--- config.mk ---
export PLATFORM = sky130hd
export DESIGN_NAME = sync_byte_decoder
export DESIGN_NICKNAME = d
export VERILOG_FILES = /design/src/rtl/sync_byte_decoder.sv
export SDC_FILE = /design/constraint.sdc
export NUM_CORES = 1
export LEC_CHECK = 0
export ABC_CLOCK_PERIOD_IN_PS = 2300
export BUFFER_PORTS_ARGS = -buffer_cell sky130_fd_sc_hd__buf_2
export CORE_UTILIZATION = 58
export CTS_CLUSTER_DIAMETER = 80
export DETAILED_ROUTE_END_ITERATION = 10
export PLACE_DENSITY = 0.78
export SYNTH_ARGS = -nofsm -noshare
export SYNTH_HDL_FRONTEND = slang
export SYNTH_SLANG_ARGS = --single-unit
--- constraint.sdc ---
create_clock -name clk -period 2.3 [get_ports clk]
set_clock_uncertainty 0.1 [all_clocks]
set_input_delay 0.23 -clock clk [delete_from_list [all_inputs] [get_ports clk]]
set_output_delay 0.23 -clock clk [all_outputs]
set_load 0.02 [all_outputs]
--- src/rtl/sync_byte_decoder.sv ---
// Receive-side decoder for the inter-board sync byte: link health FSM,
// enemy click pulses, enemy start level and the shooter-role latch.
module sync_byte_decoder #(
  parameter int unsigned TIMEOUT_CYCLES = 1_000_000,
  parameter int unsigned SYNC_COUNT     = 4,
  parameter int unsigned MAX_ERR        = 3
) (
  input  logic       clk,
  input  logic       rst,
  input  logic [7:0] rx_data,
  input  logic       rx_valid,
  input  logic       local_game_starts,
  input  logic       role_clear,
  output logic       connect_corrected,
  output logic       enemy_left_click,
  output logic       enemy_right_click,
  output logic       enemy_game_starts,
  output logic       enemy_shooter
);

  localparam int unsigned TW = $clog2(TIMEOUT_CYCLES + 1);
  localparam int unsigned OW = $clog2(SYNC_COUNT + 1);
  localparam int unsigned EW = $clog2(MAX_ERR + 1);

  localparam logic [TW-1:0] TO_LAST    = TW'(TIMEOUT_CYCLES - 1);
  localparam logic [7:0]    CODE_LEFT  = 8'hC8;
  localparam logic [7:0]    CODE_RIGHT = 8'h28;
  localparam logic [7:0]    CODE_START = 8'h48;
  localparam logic [7:0]    CODE_IDLE  = 8'h08;

  typedef enum logic [1:0] {LOST, SYNCING, LINKED} state_t;

  state_t        state;
  logic [OW-1:0] ok_cnt;
  logic [EW-1:0] err_cnt;
  logic [TW-1:0] to_cnt;
  logic [7:0]    prev_code;
  logic          role_set;

  logic       code_ok, good, bad, timeout, lose, enter_link;
  logic [7:0] cur_code;

  always_comb begin
    code_ok    = (rx_data == CODE_LEFT) || (rx_data == CODE_RIGHT) ||
                 (rx_data == CODE_START) || (rx_data == CODE_IDLE);
    good       = rx_valid && code_ok;
    bad        = rx_valid && !code_ok;
    timeout    = !good && (to_cnt == TO_LAST);
    enter_link = (state == SYNCING) && good && (ok_cnt == OW'(SYNC_COUNT - 1));
    lose       = ((state == SYNCING) && (bad || timeout)) ||
                 ((state == LINKED) && (timeout || (bad && (err_cnt == EW'(MAX_ERR - 1)))));
    cur_code   = good ? rx_data : prev_code;
  end

  always_ff @(posedge clk) begin
    if (rst) begin
      state             <= LOST;
      ok_cnt            <= '0;
      err_cnt           <= '0;
      to_cnt            <= '0;
      prev_code         <= CODE_IDLE;
      role_set          <= 1'b0;
      connect_corrected <= 1'b0;
      enemy_left_click  <= 1'b0;
      enemy_right_click <= 1'b0;
      enemy_game_starts <= 1'b0;
      enemy_shooter     <= 1'b0;
    end else begin
      enemy_left_click  <= 1'b0;
      enemy_right_click <= 1'b0;

      if (good)
        to_cnt <= '0;
      else if (to_cnt != TO_LAST)
        to_cnt <= to_cnt + 1'b1;

      if (lose) begin
        state             <= LOST;
        ok_cnt            <= '0;
        err_cnt           <= '0;
        prev_code         <= CODE_IDLE;
        role_set          <= 1'b0;
        enemy_shooter     <= 1'b0;
        connect_corrected <= 1'b0;
        enemy_game_starts <= 1'b0;
      end else begin
        if (good)
          prev_code <= rx_data;
        connect_corrected <= (state == LINKED) || enter_link;
        enemy_game_starts <= ((state == LINKED) || enter_link) && (cur_code == CODE_START);

        // Roles are only assigned while the link is up; local START wins a tie.
        if (role_clear) begin
          role_set      <= 1'b0;
          enemy_shooter <= 1'b0;
        end else if ((state == LINKED) && !role_set) begin
          if (local_game_starts) begin
            role_set      <= 1'b1;
            enemy_shooter <= 1'b0;
          end else if (good && (rx_data == CODE_START)) begin
            role_set      <= 1'b1;
            enemy_shooter <= 1'b1;
          end
        end

        case (state)
          LOST: begin
            if (good) begin
              state  <= SYNCING;
              ok_cnt <= OW'(1);
            end
          end
          SYNCING: begin
            if (good) begin
              ok_cnt <= ok_cnt + 1'b1;
              if (enter_link)
                state <= LINKED;
            end
          end
          LINKED: begin
            if (good)
              err_cnt <= '0;
            else if (bad)
              err_cnt <= err_cnt + 1'b1;
            if (good && (rx_data != prev_code)) begin
              enemy_left_click  <= (rx_data == CODE_LEFT);
              enemy_right_click <= (rx_data == CODE_RIGHT);
            end
          end
          default: state <= LOST;
        endcase
      end
    end
  end

endmodule
==> flow_summary.json, run 1 <==
{
  "cts_tree": "done",
  "areaGrowthSynthToFinish_pct": 12.07,
  "clock-sinks": 41,
  "r2r_slack_ps": 290,
  "antenna_found_initial": 0,
  "fmax_ghz": 0.4982,
  "reg2reg_to": "err_cnt[1]",
  "hold_viol_final": 0,
  "drive_gt1_share_pct": 15.75,
  "outcome": "completed",
  "ant_nets": 0,
  "ctsHtreeMaxLevel": 2,
  "drt_first_iter_violations": 150,
  "postCtsResizedCells": 0,
  "fin_tns_setup_ps": 0,
  "finalSetupViolCount": 0,
  "core_um2": 3337,
  "synth-xor-area-share_pct": 10.40,
  "drt-total-wl_um": 3946,
  "arrival_ps": 2140,
  "cts-root-buf": "clkbuf_4",
  "dp_hpwl_um": 2904,
  "final_cell_mix": "dfxtp_1, nor2_1, nand2_1",
  "design_area_um2": 2265,
  "initial_utilization_pct": 60.55,
  "dpl-instance-area_um2": 2156,
  "cts_made_buffers": 5,
  "synth_cell_types": 47,
  "synth_area_um2": 2021,
  "grt-ovfl-total": 0,
  "synth_fa_ha_area_share_pct": 2.477,
  "dr.pass1.iters": 4,
  "cp_max_fo": 11,
  "cp-endpoint": "err_cnt[1]",
  "layout.nets": 270,
  "finalCritPeriodShare_pct": 87.27,
  "drc_errors": 0,
  "netlist_instances": 229,
  "num_io_pins": 18,
  "r2r_start": "to_cnt[8]",
  "synthSimpleGateAreaFrac_pct": 31.15,
  "port_buffers": 17,
  "dieArea_um2": 3724,
  "drv_slew": 0,
  "seq_area_frac_synth_pct": 40.62,
  "crit_required_ps": 2430,
  "diodes": 0,
  "synth-compound-area-share_pct": 10.59,
  "crit_type": "reg2reg",
  "relSlewSlack_pct": 58.29,
  "finalPower_w": 0.001290,
  "synth_ff_type": "dfxtp_1",
  "postCtsHoldBufs": 2,
  "min_path_type": "in2reg",
  "synth_edf_count": 0,
  "async_reset_ff_share_pct": 0,
  "clkTransAtPathRegs_ps": 120,
  "reg2reg_depth": 5,
  "worstMarginPinSlew_ps": 625.2,
  "final_common_cell": "dfxtp_1",
  "grt.total_usage_pct": 24.34,
  "viasPerCell": 5.577,
  "row_count": 21,
  "min_period_ps": 2007,
  "cts_setup_buffers": 0,
  "vias": 1673,
  "insertion_delay_ps": 350,
  "dieWidth_um": 61.03,
  "cts_buffer_depth": 2,
  "grt_max_degree": 20,
  "syn-num-nets": 246,
  "wl_per_cell_um": 13.15,
  "gp_congestion": 0.8296,
  "fillers": 291,
  "maxCapViolations": 0,
  "power.density_nw_per_um2": 569.8,
  "rsz0062_at_grt": "false",
  "cp-start-kind": "register",
  "yosys-mux-area-fraction_pct": 2.167,
  "synth-warning-count": 0,
  "irDropWorstVdd_mv": 0.4992,
  "grt_pass1_wl_um": 6624,
  "synth_top_family_by_area": "simple AND/OR/NAND/NOR gates",
  "cp-end-kind": "register",
  "critPathLaunch": "to_cnt[8]",
  "die_y_um": 61.03,
  "synth.avg_cell_area_um2": 8.824,
  "ys_seq_elements": 41,
  "p_leak_nw": 0.8205,
  "grt_pass1_vias": 1550,
  "final_core_util_pct": 67.87
}
## per-stage QoR
stage,worst slack [ps],hold slack [ps],instances
final,292.8,79.70,300
after global routing,106.4,62.92,300
after CTS,283.3,60.22,300
after detailed placement,317.0,336.9,290
after global placement,348.1,336.2,290
after floorplan,676.5,199.7,229
## critical path: stages (launching register included)
cell	delay, ps
dfxtp_1	380
nor4b_1	370
and4_1	300
a22oi_2	80
o21bai_2	540
nor2_1	110
## registers in the layout (all words and copies together), names as in the netlist, 2 cells and up
signal and cells:
to_cnt 20, err_cnt 2, state 2, ok_cnt 3
prev_code 8
## report_power, final
part	total [W]	internal [W]	switching (W)
Combinational	0.0000754	0.0000322	0.0000432
Sequential	0.000719	0.000715	0.00000413
Clock	0.000496	0.000258	0.000238
## logic make-up after synthesis
logic type,Yosys count
buffers and inverters,10
and+or+nand+nor,113
DFF,41
muxes,4
AOI/OAI and AO/OA,33
xor gates and xnor gates,24
adders and majority gates,4
## Yosys cell counts (all sizes together), types with 5 or more instances
library cell / instances / area [um2]
o21ai: 7 / 35.03
xor2: 8 / 70.07
xnor2: 16 / 140.1
dfxtp: 41 / 820.8
nor3: 11 / 76.33
a21oi: 11 / 55.05
nand3: 5 / 25.02
nand4: 13 / 81.33
nor2: 32 / 120.1
and3: 8 / 50.05
nand2: 20 / 75.07
## routing by layer
layer,part of all wire (%),track usage [%],up-vias
met5,0,0,-
li1,-,-,863
met4,1.6,10.71,0
met2,48,40.06,42
met3,4.8,7.563,7
met1,45,29.29,761
## area by class of cell
cell class	instances	area (um2)	area share (%)
multi-input combinational	178	1147	50.66
sequential	41	820.8	36.24
timing repair buffer	23	135.1	5.967
tap	46	57.56	2.541
clock buffer	6	51.30	2.265
clock inverter	2	37.54	1.657
inverter	4	15.01	0.6630
## worst min path at each step
stage                           from           endpoint  slack, ps  cells after the start
final                       rx_valid         err_cnt[0]         80                      3
after global routing        rx_valid         err_cnt[0]         60                      3
after CTS                 rx_data[6]  enemy_right_click         60                      2
after detailed placement  role_clear           role_set        340                      2
after global placement    role_clear           role_set        340                      2
after floorplan           role_clear           role_set        200                      1
No activity file was read; power rests on OpenSTA's default activity.
==> inputs of run 2 (changes only) <==
Settings changed: PLACE_DENSITY 0.78 to 0.82.
==> flow_summary.json, run 2 (synthesized netlist as in run 1, its figures left out) <==
{
  "outcome": "completed",
  "dieArea_um2": 3724,
  "hold_path_startpoint": "rx_valid",
  "gp_congestion": 0.8809,
  "layout.nets": 269,
  "fmax_ghz": 0.4903,
  "largest_register_ffs": 20,
  "diodes": 0,
  "power.density_nw_per_um2": 514.3,
  "clock-sinks": 41,
  "grt_pass1_wl_um": 6706,
  "rsz0062_at_grt": "false",
  "areaGrowthSynthToFinish_pct": 9.722,
  "maxCapViolations": 0,
  "r2r_start": "to_cnt[9]",
  "initial_utilization_pct": 60.55,
  "antenna_found_initial": 0,
  "min_period_ps": 2040,
  "critPathBufInv": 0,
  "dieWidth_um": 61.03,
  "clkTransAtPathRegs_ps": 110,
  "grt_pass1_vias": 1543,
  "num_io_pins": 18,
  "drc_errors": 0,
  "cts-root-buf": "clkbuf_4",
  "min_path_type": "in2reg",
  "drv_slew": 0,
  "cp_max_fo": 11,
  "wl_per_cell_um": 13.71,
  "vias": 1732,
  "arrival_ps": 2180,
  "dr.pass1.iters": 4,
  "final_cell_mix": "dfxtp_1, nor2_1, nand2_1",
  "grt.total_usage_pct": 24.70,
  "grt_max_degree": 20,
  "cp_top_family": "simple AND/OR/NAND/NOR gates",
  "fin_tns_setup_ps": 0,
  "largest_register": "to_cnt",
  "r2r_slack_ps": 260,
  "relSlewSlack_pct": 59.61,
  "core_um2": 3337,
  "irDropWorstVdd_mv": 0.4109,
  "drt_first_iter_violations": 160,
  "holdPathEnd": "err_cnt[0]",
  "port_buffers": 17,
  "drive_gt1_share_pct": 14.23,
  "p_leak_nw": 0.7972,
  "holdPathStages": 3,
  "ctsHtreeMaxLevel": 2,
  "die_y_um": 61.03,
  "crit_path_cell_trace": "nor4b_1, and4_1, a22oi_2, o21bai_2, nor2_1",
  "cts_buffer_depth": 2,
  "crit_required_ps": 2440,
  "final_core_util_pct": 66.44,
  "grt-ovfl-total": 0,
  "viasPerCell": 5.793,
  "worst_path_max_delay_cell": "o21bai_2",
  "hold_slack_ps": 64.98,
  "cp-end-kind": "register",
  "dp_hpwl_um": 2959,
  "cp-start-kind": "register",
  "cts_made_buffers": 5,
  "ant_nets": 0,
  "reg2reg_depth": 5,
  "finalSetupViolCount": 0,
  "crit_type": "reg2reg",
  "finalCritPeriodShare_pct": 88.68,
  "final_common_cell": "dfxtp_1",
  "insertion_delay_ps": 360,
  "slowest_delay_ps": 520,
  "drt-total-wl_um": 4098,
  "hold_viol_final": 0,
  "row_count": 21,
  "worstMarginPinSlew_ps": 605.5,
  "cts_setup_buffers": 0,
  "cts_tree": "done",
  "reg_top3": "to_cnt: 20 flops, prev_code: 8 flops, ok_cnt: 3 flops",
  "reg2reg_to": "err_cnt[1]"
}
run 2: cell types whose count changed in the layout (fill, tap and decap cells not counted), sizes merged:
cell      previous run  this run
clkbuf               6         8
buf                 21        20
bufinv               1         0
clkinvlp             1         0
run 2: worst max-delay path by stage:
stage,startpoint,endpoint,slack [ps],depth (start not counted)
2_1_floorplan,to_cnt[8],state[0],680,6
3_3_place_gp,to_cnt[8],err_cnt[1],310,5
3_5_place_dp,to_cnt[8],err_cnt[1],290,5
4_1_cts,to_cnt[9],err_cnt[1],270,5
5_1_grt,to_cnt[14],prev_code[6],180,5
6_report,to_cnt[9],err_cnt[1],260,5
run 2: power by group:
group	leakage (nW)	internal [W]	switching, W
combinational	0.440	0.0000310	0.0000434
clock	0.0265	0.000122	0.000224
sequential	0.331	0.000715	0.00000521
run 2: what timing repair did:
action                    CTS  global route
resized for setup           0             0
hold endpoints to repair    2             0
hold buffers                2             0
run 2: area by class of cell:
type / instances / area (um2)
Timing Repair Buffer: 22 / 127.6
Tap cell: 46 / 57.56
Multi-Input combinational cell: 178 / 1147
Fill cell: 293 / 1120
Clock buffer: 8 / 48.80
Inverter: 4 / 15.01
Sequential cell: 41 / 820.8
run 2: worst min-delay path: stages:
cell     delay, ps
buf_2          120
nand4_1         80
a21oi_1         50
run 2: per-layer routing:
metal	vias up	global-route usage (%)	wire length, um
met2	54	41.61	1993
li1	861	-	-
met4	0	11.69	90
met1	810	28.78	1820
met5	-	0	0
met3	7	7.353	193
run 2: stage by stage:
| stage | cells | power, W | worst slack [ps] | area, um2 |
|---|---|---|---|---|
| 3_5_place_dp | 289 | 0.0008071 | 292.1 | 2148 |
| 3_3_place_gp | 289 | 0.0008053 | 314.8 | 2148 |
| 4_1_cts | 299 | 0.001153 | 274.5 | 2217 |
| 2_1_floorplan | 229 | 0.0007817 | 676.5 | 2021 |
| 5_1_grt | 299 | 0.001184 | 178.6 | 2217 |
| 6_report | 299 | 0.001140 | 260.4 | 2217 |
==> inputs of run 3 (changes only) <==
Settings changed: ABC_AREA set to 1, CORE_UTILIZATION 58 to 59, PLACE_DENSITY 0.82 to 0.83.
==> flow_summary.json, run 3 <==
{
  "netlist_instances": 305,
  "grt-ovfl-total": 0,
  "crit_required_ps": 2390,
  "dr.pass1.iters": 4,
  "cts_made_buffers": 5,
  "synth_top_area_share_pct": 37.53,
  "cts_buffer_depth": 2,
  "synth_ff_type": "dfxtp_1",
  "cp_max_fo": 13,
  "layout.nets": 343,
  "wl_per_cell_um": 11.10,
  "areaGrowthSynthToFinish_pct": 9.325,
  "grt_pass1_wl_um": 7210,
  "synthSimpleGateAreaFrac_pct": 36.44,
  "synth_top_cell_by_area": "dfxtp_1",
  "yosysMostFrequentCell": "nand2_1",
  "synthTopCellsByArea": "dfxtp_1, nand2_1, inv_1, nor2_1, xor2_1",
  "arrival_ps": 1980,
  "row_count": 21,
  "cp-end-kind": "register",
  "drv_slew": 0,
  "synth_fa_ha_area_share_pct": 2.288,
  "dieWidth_um": 62.89,
  "hold_viol_final": 0,
  "synth_area_um2": 2187,
  "cts_tree": "done",
  "viasPerCell": 5.038,
  "cp-start-kind": "register",
  "port_buffers": 17,
  "synth_cell_types": 33,
  "instances_no_fill": 373,
  "clkTransAtPathRegs_ps": 80,
  "synth_top_family_by_area": "simple AND/OR/NAND/NOR gates",
  "postCtsHoldBufs": 0,
  "cts_setup_buffers": 0,
  "postCtsResizedCells": 0,
  "synth-xor-area-share_pct": 6.007,
  "cts-root-buf": "clkbuf_8",
  "fin_tns_setup_ps": 0,
  "min_path_type": "in2reg",
  "ys_top_cells_by_count": "nand2_1, inv_1, dfxtp_1",
  "fmax_ghz": 0.5285,
  "dieArea_um2": 3955,
  "maxCapViolations": 0,
  "syn-num-nets": 322,
  "synth-compound-area-share_pct": 7.151,
  "reg_top3": "to_cnt: 20 flops, prev_code: 8 flops, ok_cnt: 3 flops",
  "drc_errors": 0,
  "synth-warning-count": 0,
  "grt_pass1_vias": 1778,
  "vias": 1879,
  "synth.avg_cell_area_um2": 7.171,
  "p_leak_nw": 1.014,
  "async_reset_ff_share_pct": 0,
  "largest_register_ffs": 20,
  "crit_type": "reg2reg",
  "seq_area_frac_synth_pct": 37.53,
  "die_y_um": 62.89,
  "irDropWorstVdd_mv": 0.4607,
  "placedCellCount": 365,
  "worstMarginPinSlew_ps": 327.2,
  "final_cell_mix": "nand2_1, inv_1, dfxtp_1",
  "gp_congestion": 0.8781,
  "core_um2": 3442,
  "largest_register": "to_cnt",
  "dp_hpwl_um": 3103,
  "final_common_cell": "nand2_1",
  "drive_gt1_share_pct": 17.74,
  "clock-sinks": 41,
  "diodes": 0,
  "initial_utilization_pct": 63.54,
  "insertion_delay_ps": 300,
  "final_core_util_pct": 69.47,
  "relSlewSlack_pct": 78.02,
  "finalCritPeriodShare_pct": 82.27,
  "drt_first_iter_violations": 149,
  "rsz0062_at_grt": "false",
  "power.density_nw_per_um2": 529.6,
  "ctsHtreeMaxLevel": 2,
  "grt_max_degree": 21,
  "synth_edf_count": 0,
  "ys_seq_elements": 41,
  "num_io_pins": 18,
  "ant_nets": 0,
  "antenna_found_initial": 0,
  "min_period_ps": 1892,
  "yosys-mux-area-fraction_pct": 0,
  "finalSetupViolCount": 0,
  "outcome": "completed",
  "drt-total-wl_um": 4139,
  "grt.total_usage_pct": 23.52
}
-- run 3: per-stage QoR --
step | setup WS (ps) | total power (W) | hold slack (ps) | area (um2)
floorplan | 564.1 | 0.0007827 | 277.7 | 2187
global placement | 514.1 | 0.0008043 | 333.7 | 2301
detailed placement | 407.2 | 0.0008066 | 346.3 | 2301
CTS | 385.8 | 0.001284 | 99.91 | 2391
global route | 256.1 | 0.001321 | 117.1 | 2391
finish | 407.8 | 0.001266 | 109.0 | 2391
-- run 3: kinds of logic (layout without fill, tap and decap cells) --
| group | Yosys count | count (layout) |
|---|---|---|
| flops | 41 | 41 |
| simple gates | 161 | 161 |
| xor+xnor | 15 | 15 |
| fa+ha+maj | 4 | 4 |
| buf+inv | 56 | 78 |
| compound gates | 28 | 28 |
-- run 3: where the power goes --
part	total (W)	internal, W	switching [W]
Clock	0.000477	0.000215	0.000262
Combinational	0.0000707	0.0000258	0.0000448
Sequential	0.000718	0.000714	0.00000418
Total	0.00127	0.000955	0.000311
-- run 3: final timing paths --
kind                      from            end  slack [ps]  depth (start not counted)
min          local_game_starts  enemy_shooter         110                          3
max reg2reg          to_cnt[0]   prev_code[5]         410                         12
max                  to_cnt[0]   prev_code[5]         410                         12
min reg2reg           role_set       role_set         350                          2
-- run 3: area by class of cell --
type                    instances  area (um2)
well taps                      46       57.56
clock inverters                 3       21.27
flip-flops and latches         41       820.8
clock buffers                   5       68.82
inverters                      52       195.2
multi-input cells             208        1135
repair buffers                 18       92.59
fillers                       295        1051
-- run 3: routing by layer --
| layer | vias up | part of all wire (%) | track usage (%) | wire length (um) |
|---|---|---|---|---|
| met1 | 846 | 44 | 25.99 | 1822 |
| li1 | 1001 | - | - | - |
| met4 | 0 | 1.6 | 11.34 | 65 |
| met3 | 5 | 3.0 | 6.569 | 124 |
| met5 | - | 0 | 0 | 0 |
| met2 | 27 | 51 | 40.99 | 2127 |
-- run 3: critical path: stages, from the launching register on --
cell and delay, ps:
dfxtp_1 380, ha_1 200, nand2_1 90, nor2_4 140, nand2_2 90, nor2_4 100, nand3_2 120, nand2_1 90
nand2_1 60, nand2_2 80, nand2_4 70, nand2_4 190, a21oi_1 70
